[config.mk]
export PLATFORM = sky130hd
export DESIGN_NAME = ra_pq_s
export DESIGN_NICKNAME = d
export VERILOG_FILES = /design/src/rtl/pq_pkg.sv /design/src/rtl/ra_pq_s.sv
export SDC_FILE = /design/constraint.sdc
export NUM_CORES = 1
export LEC_CHECK = 0
export ABC_AREA = 1
export ABC_CLOCK_PERIOD_IN_PS = 18500
export CORE_MARGIN = 2
export CORE_UTILIZATION = 25
export CTS_CLUSTER_DIAMETER = 30
export CTS_CLUSTER_SIZE = 25
export DETAILED_ROUTE_END_ITERATION = 10
export GPL_ROUTABILITY_DRIVEN = 0
export PLACE_DENSITY = 0.39
export SLEW_MARGIN = 0
export SYNTH_ARGS = -nofsm -noshare
export SYNTH_HDL_FRONTEND = slang
export SYNTH_SLANG_ARGS = --single-unit
[constraint.sdc]
create_clock -name clk -period 18.5 [get_ports clk]
set_input_delay 2.775 -clock clk [delete_from_list [all_inputs] [get_ports clk]]
set_output_delay 2.775 -clock clk [all_outputs]
set_load 0.005 [all_outputs]
[src/rtl/pq_pkg.sv]
// Shared widths and the packed key/value type for the register-array priority queue.
// The key sits in the upper KW bits and the value in the lower VW bits.
package pq_pkg;
    localparam int KW = 8;
    localparam int VW = 8;
    typedef logic [KW+VW-1:0] kv_t;
endpackage

[src/rtl/ra_pq_s.sv]
// Register-array priority queue: a sorted shift-register array with the minimum key at slot 0.
// Enqueue, dequeue and replace each finish in a single clock.
module ra_pq_s
    import pq_pkg::*;
#(
    parameter int PQ_CAPACITY = 16
) (
    input  logic             clk,
    input  logic             rst,
    input  logic             enq,
    input  logic             deq,
    input  logic [KW+VW-1:0] kvi,
    output logic [KW+VW-1:0] kvo,
    output logic             full,
    output logic             empty,
    output logic             busy
);
    localparam int N  = PQ_CAPACITY;
    localparam int CW = $clog2(PQ_CAPACITY + 1);

    kv_t            ent      [N];
    logic [N-1:0]   vld;
    logic [CW-1:0]  count;

    kv_t            base_ent [N];
    logic [N-1:0]   base_vld;
    kv_t            nxt_ent  [N];
    logic [N-1:0]   nxt_vld;
    logic [N-1:0]   gt;
    logic [CW-1:0]  nxt_count;
    logic           do_deq;
    logic           do_enq;

    assign empty  = (count == '0);
    assign full   = (count == CW'(N));
    assign busy   = 1'b0;
    assign do_deq = deq && !empty;
    // A dequeue in the same cycle frees a slot, so replace is allowed on a full queue.
    assign do_enq = enq && (!full || do_deq);

    assign kvo = vld[0] ? ent[0] : {{KW{1'b1}}, {VW{1'b0}}};

    // Stage 1: remove the head by shifting everything down one slot.
    always_comb begin
        base_ent = ent;
        base_vld = vld;
        if (do_deq) begin
            for (int i = 0; i < N - 1; i++) begin
                base_ent[i] = ent[i + 1];
            end
            base_vld = {1'b0, vld[N-1:1]};
        end
    end

    // Stage 2: gt is monotonic over the sorted contiguous array, so its first set bit is the insert slot.
    always_comb begin
        for (int i = 0; i < N; i++) begin
            gt[i] = !base_vld[i] || (base_ent[i][KW+VW-1:VW] > kvi[KW+VW-1:VW]);
        end
    end

    always_comb begin
        nxt_ent = base_ent;
        nxt_vld = base_vld;
        if (do_enq) begin
            if (gt[0]) begin
                nxt_ent[0] = kvi;
                nxt_vld[0] = 1'b1;
            end
            for (int i = 1; i < N; i++) begin
                if (gt[i]) begin
                    if (!gt[i - 1]) begin
                        nxt_ent[i] = kvi;
                        nxt_vld[i] = 1'b1;
                    end else begin
                        nxt_ent[i] = base_ent[i - 1];
                        nxt_vld[i] = base_vld[i - 1];
                    end
                end
            end
        end
    end

    always_comb begin
        nxt_count = count;
        if (do_enq && !do_deq) begin
            nxt_count = count + CW'(1);
        end else if (do_deq && !do_enq) begin
            nxt_count = count - CW'(1);
        end
    end

    always_ff @(posedge clk) begin
        if (rst) begin
            vld   <= '0;
            count <= '0;
        end else begin
            vld   <= nxt_vld;
            count <= nxt_count;
            ent   <= nxt_ent;
        end
    end

endmodule

Word-level counts from Yosys, hierarchy flattened. Index checks and enable logic that the tools add are counted.

Register bits: 277.

Add/subtract/negate cells: 2. $lt $le $gt $ge: 16. Equality and inequality tests: 1. Muxes and demuxes: 69. Bitwise logic cells: 1. Reductions and logical operators: 44.

Operators with widths (number): two-way mux 16 bit (34); two-way mux 256 bit (1); two-way mux 240 bit (1); greater-than comparator 8 bit (16); two-way mux 1 bit (31); logical NOT 1 bit (20); logical OR 1 bit (17); two-way mux 5 bit (2); adder 5 x 1 -> 5 bit, second input constant (1); equality test 5 bit, second input constant (1); logical NOT 5 bit (1); subtractor 5 x 1 -> 5 bit, second input constant (1); logical AND 1 bit (4); AND reduction 3 bit (1); nonzero test 2 bit (1); inverter 1 bit (1).

Logic depth before layout (Yosys ltp).
Word-level depth: 9. Depth in mapped cells: 22. Gate-level depth less buffers: 19.

Least setup slack after synthesis. Ideal clock, no wire load.

Kind: input port to flip-flop. From: in rst. To: reg count[0]. Library setup time: 0.092 ns. Arrival time: 8.384 ns. Data required time: 18.408 ns. Slack: 10.023 ns. Stages: 4. Cells stage by stage: clkbuf_1 inv_1 o21ai_0 a21oi_1.

RTL lines: from (decl) (RTL line ra_pq_s.sv:9) `input logic rst,`; to (signal assigned) (RTL line ra_pq_s.sv:99) `count <= nxt_count;`; to (decl) (RTL line ra_pq_s.sv:23) `logic [CW-1:0] count;`.

==> out/results.env <==
BOUNDARYPINS=39
SYN_TO_FINAL_GROWTH_PCT=18.4
SETUP_VIOL_COUNT_FINAL=0
SYNTH_MOST_COMMON_CELL='sky130_fd_sc_hd__nand2_1'
INSERTEDDIODECOUNT=0
ASYNC_FLOP_SHARE_PCT=0
POWER.DENSITY_nW_PER_UM2=182
WORST_R2R_ENDPOINT='ent[114]'
REG2REG_PATH_DEPTH=18
SYNTH_CELL_TYPES=36
SYNTH.NET_COUNT=3406
POST_CTS.RESIZED_INSTANCES=0
PATH_COMMON_CELL='sky130_fd_sc_hd__nand2_1'
CTS_TREE='yes'
REG2REG_FROM='count[1]'
SETUP_REPAIR_AFTER_GLOBAL_ROUTING_MISSED_ITS_MARGIN='no'
H_TREE_LEVEL_COUNT=3
CTS.SINK_COUNT=277
SYNTHTOPCELLSBYAREA='sky130_fd_sc_hd__edfxtp_1 33%, sky130_fd_sc_hd__nand2_1 19%, sky130_fd_sc_hd__nand3_1 10%, sky130_fd_sc_hd__inv_1 9.1%, sky130_fd_sc_hd__ha_1 7.2%'
GRT_OVERFLOW_TOTAL=0
SYNTHESIS.AREA_PER_INSTANCE_UM2=7.06
CRITPATHARRIVALTIME_NS=7.50
DIEWIDTH_UM=307
FP.DIEAREA_UM2=94300
HOLD_BUFFERS=0
CRITPATHMAXFANOUT=181
TIMING.CRITICAL_PATH.SLOWEST_STAGE_CELL='sky130_fd_sc_hd__buf_4'
CTS-BUFFERS-INSERTED=106
GRT_MAX_DEGREE=182
CRITICAL_PATH_ENDPOINT_CATEGORY='register'
WORSTSETUPSTARTPOINT='deq'
TIMING.FINAL.CRIT_SHARE_PCT=38.4
POST-CTS-SETUP-BUFFERS=0
CRITICAL_PATH.N_BUFFERS_INVERTERS=5
DRTPASS1ITERATIONS=5
CRIT_END='ent[114]'
PLACEMENT.IO_BUFFERS=37
SYN-INSTANCE-COUNT=3253
GRTUSAGETOTAL_PCT=15.2
SYNTH_SEQUENTIAL_AREA_RATIO_PCT=35.3
VIAS_IN_THE_FIRST_GLOBAL_ROUTE=21100
CRIT_REQUIRED_NS=18.89
CRITICAL-PATH-TOP-DELAY-FAMILY='buffers and inverters'
SYNTH.YOSYS.WARNINGS=0
IRDROPWORSTVDD_mV=0.0792
FINAL_WL_MM=71.8
WORSTSKEWPAIRLATENCY_NS=0.65
SYNTH_FLOP_CELL='sky130_fd_sc_hd__edfxtp_1'
CORE_AREA_UM2=91400
SYNTH_LARGEST_TYPE_AREA_FRACTION_PCT=33.5
CRITICAL-PATH-MAX-STAGE-DELAY_NS=0.71
SYNTH.CELLS.MOST_FREQUENT='1155 x sky130_fd_sc_hd__nand2_1, 555 x sky130_fd_sc_hd__inv_1, 457 x sky130_fd_sc_hd__nand3_1'
NETLIST.TOP_CELL.BY_AREA='sky130_fd_sc_hd__edfxtp_1'
PLACE.DETAILED.HPWL_MM=48.0
SYNTH_SEQ_CELLS=277
DRT.ANTENNA.VIOLATING_NETS=0
CRIT_CHAIN='clkdlybuf4s50_1 -> buf_4 -> nand2_8 -> buf_12 -> buf_4 -> o21ai_1 -> ha_1 -> nand2_1 -> inv_1 -> nand2_1 -> nand2_1 -> nand2_1 -> nand2_1 -> nand2_1 -> nand2_4 -> nand2_4 -> nand2_1 -> nand2_1'
ROWS=111
ROUTED_VIA_DENSITY=4.56
WORST_REG_TO_REG_SETUP_SLACK_NS=13.20
HOLD_VIOL_FINAL=0
WIRE_LENGTH_OF_THE_FIRST_GLOBAL_ROUTING_PASS_MM=115
CTS-ROOT-BUF='sky130_fd_sc_hd__clkbuf_16'
CLOCK_SKEW_NS=0.0249
TIMING.SETUP.TNS_NS=0
INITIAL_UTILIZATION_PCT=25.1
CRITICAL_PATH.STARTPOINT_TYPE='primary input'
PERIOD_MINUS_SLACK_NS=7.11
MAX_SLEW_HEADROOM_AT_THE_WORST_PIN_PCT=25.2
WL_PER_CELL_UM=15.8
FINAL_NETS=3413
DRIVE_ABOVE_1_SHARE_PCT=10.0
RUN_STATUS='completed'
NFILLCELLS=10300
CAP_VIOL_MAX_COUNT=0
TIMING.FMAX_MHz=141
DRCVIOLATIONCOUNT=0
CP.DEPTH=18
SYN_AREA_UM2=23000
DRV_SLEW=0
ANTENNA_FOUND_INITIAL=1
TYPE_OF_THE_TIGHTEST_MIN_DELAY_CHECK='register to register'
CRITICAL_PATH_START_END_CLASSIFICATION='primary input to register'
VIA_TOTAL_AFTER_DETAILED_ROUTING=20700
SYNTH_ENABLE_FLOP_CELLS=256
LEAKAGEPOWER_nW=13.7
CLOCK_PIN_TRANSITION_ON_THE_WORST_SETUP_AND_HOLD_TIMING_PATHS_NS=0.04
TOTALPOWERFINAL_W=0.00494
CHIPHEIGHT_UM=307
CLOCK_PATH_BUFFERS=3
TIGHTEST_SLEW_NS=1.12
DETAILEDROUTE.FIRSTITERATIONVIOLATIONS=1225
-- layout make-up --
| cell class | count | area, um^2 | share of cell area [%] |
|---|---|---|---|
| well taps | 1186 | 1480 | 5.46 |
| clock inverters | 31 | 221 | 0.814 |
| flip-flops and latches | 277 | 8110 | 29.8 |
| multi-input cells | 2249 | 11700 | 43.1 |
| repair buffers | 58 | 536 | 1.97 |
| clock buffers | 162 | 2990 | 11.0 |
| inverters | 568 | 2140 | 7.87 |
-- metal layers --
| metal | part of all wire, % | track usage (%) | vias to the layer above |
|---|---|---|---|
| li1 | - | - | 10500 |
| met1 | 47 | 19.5 | 9755 |
| met2 | 48 | 26.5 | 313 |
| met3 | 3.2 | 2.50 | 101 |
| met4 | 1.9 | 4.10 | 0 |
| met5 | 0 | 0 | - |
-- placed cells by master (no fill, tap or decap), types with 16 or more instances in the layout --
master / instances
sky130_fd_sc_hd__a21oi_1: 38
sky130_fd_sc_hd__nand4_1: 16
sky130_fd_sc_hd__dfxtp_1: 21
sky130_fd_sc_hd__nor2_1: 48
sky130_fd_sc_hd__clkdlybuf4s50_1: 36
sky130_fd_sc_hd__nand2_4: 48
sky130_fd_sc_hd__clkbuf_16: 106
sky130_fd_sc_hd__inv_1: 553
sky130_fd_sc_hd__o21ai_2: 81
sky130_fd_sc_hd__clkinv_1: 18
sky130_fd_sc_hd__ha_1: 132
sky130_fd_sc_hd__a21o_1: 16
sky130_fd_sc_hd__o21ai_0: 160
sky130_fd_sc_hd__nand2_1: 1154
sky130_fd_sc_hd__buf_4: 20
sky130_fd_sc_hd__o21ai_1: 41
sky130_fd_sc_hd__nand3_1: 457
sky130_fd_sc_hd__edfxtp_1: 256
sky130_fd_sc_hd__clkbuf_1: 43
-- kinds of logic after synthesis --
group / Yosys count / synth area share (%)
AO/OA/AOI/OAI: 367 / 10.3
XOR/XNOR: 2 / 0.0763
adder cells (fa/ha/maj): 133 / 7.28
buffers and inverters: 727 / 13.7
flip-flops: 277 / 35.3
other: 1 / 0.0163
AND/OR/NAND/NOR: 1746 / 33.3
-- worst min path at each step --
| stage | from | to | slack [ns] | cells past startpoint |
|---|---|---|---|---|
| floorplan | count[0] | count[0] | 0.49 | 1 |
| global placement | count[0] | count[0] | 0.52 | 1 |
| detailed placement | count[0] | count[0] | 0.52 | 1 |
| CTS | count[0] | count[0] | 0.53 | 1 |
| global route | vld[1] | vld[0] | 0.55 | 2 |
| finish | count[0] | count[0] | 0.53 | 1 |
-- worst reg2reg max path: cells and delay by family (launching register included) --
kind	cells	cell delay, ns
buffers and inverters	3	1.51
and+or+nand+nor	13	2.66
AOI/OAI and AO/OA	1	0.21
adders and majority gates	1	0.33
DFF	1	0.37
-- power by group --
part	internal [W]	switching, W
Clock	0.00109	0.000476
Combinational	0.000707	0.00149
Sequential	0.00103	0.000144
Total	0.00283	0.00211
-- state kept, by name (all words and copies together), names as in the netlist --
name      flops
base_ent     16
ent         240
vld          16
count         5
-- per-stage QoR --
stage / util, % / hold WS, ns / worst slack (ns) / instances / cell area [um^2]
6_report: 29.8 / 0.534 / 11.39 / 4531 / 27200
5_1_grt: 29.8 / 0.554 / 10.93 / 4531 / 27200
4_1_cts: 29.8 / 0.534 / 11.31 / 4531 / 27200
3_5_place_dp: 26.2 / 0.521 / 10.62 / 4338 / 24000
3_3_place_gp: 26.2 / 0.523 / 10.65 / 4338 / 24000
2_1_floorplan: - / 0.488 / 10.02 / 3253 / 23000
Note: power is estimated with default switching activity, not from simulation.
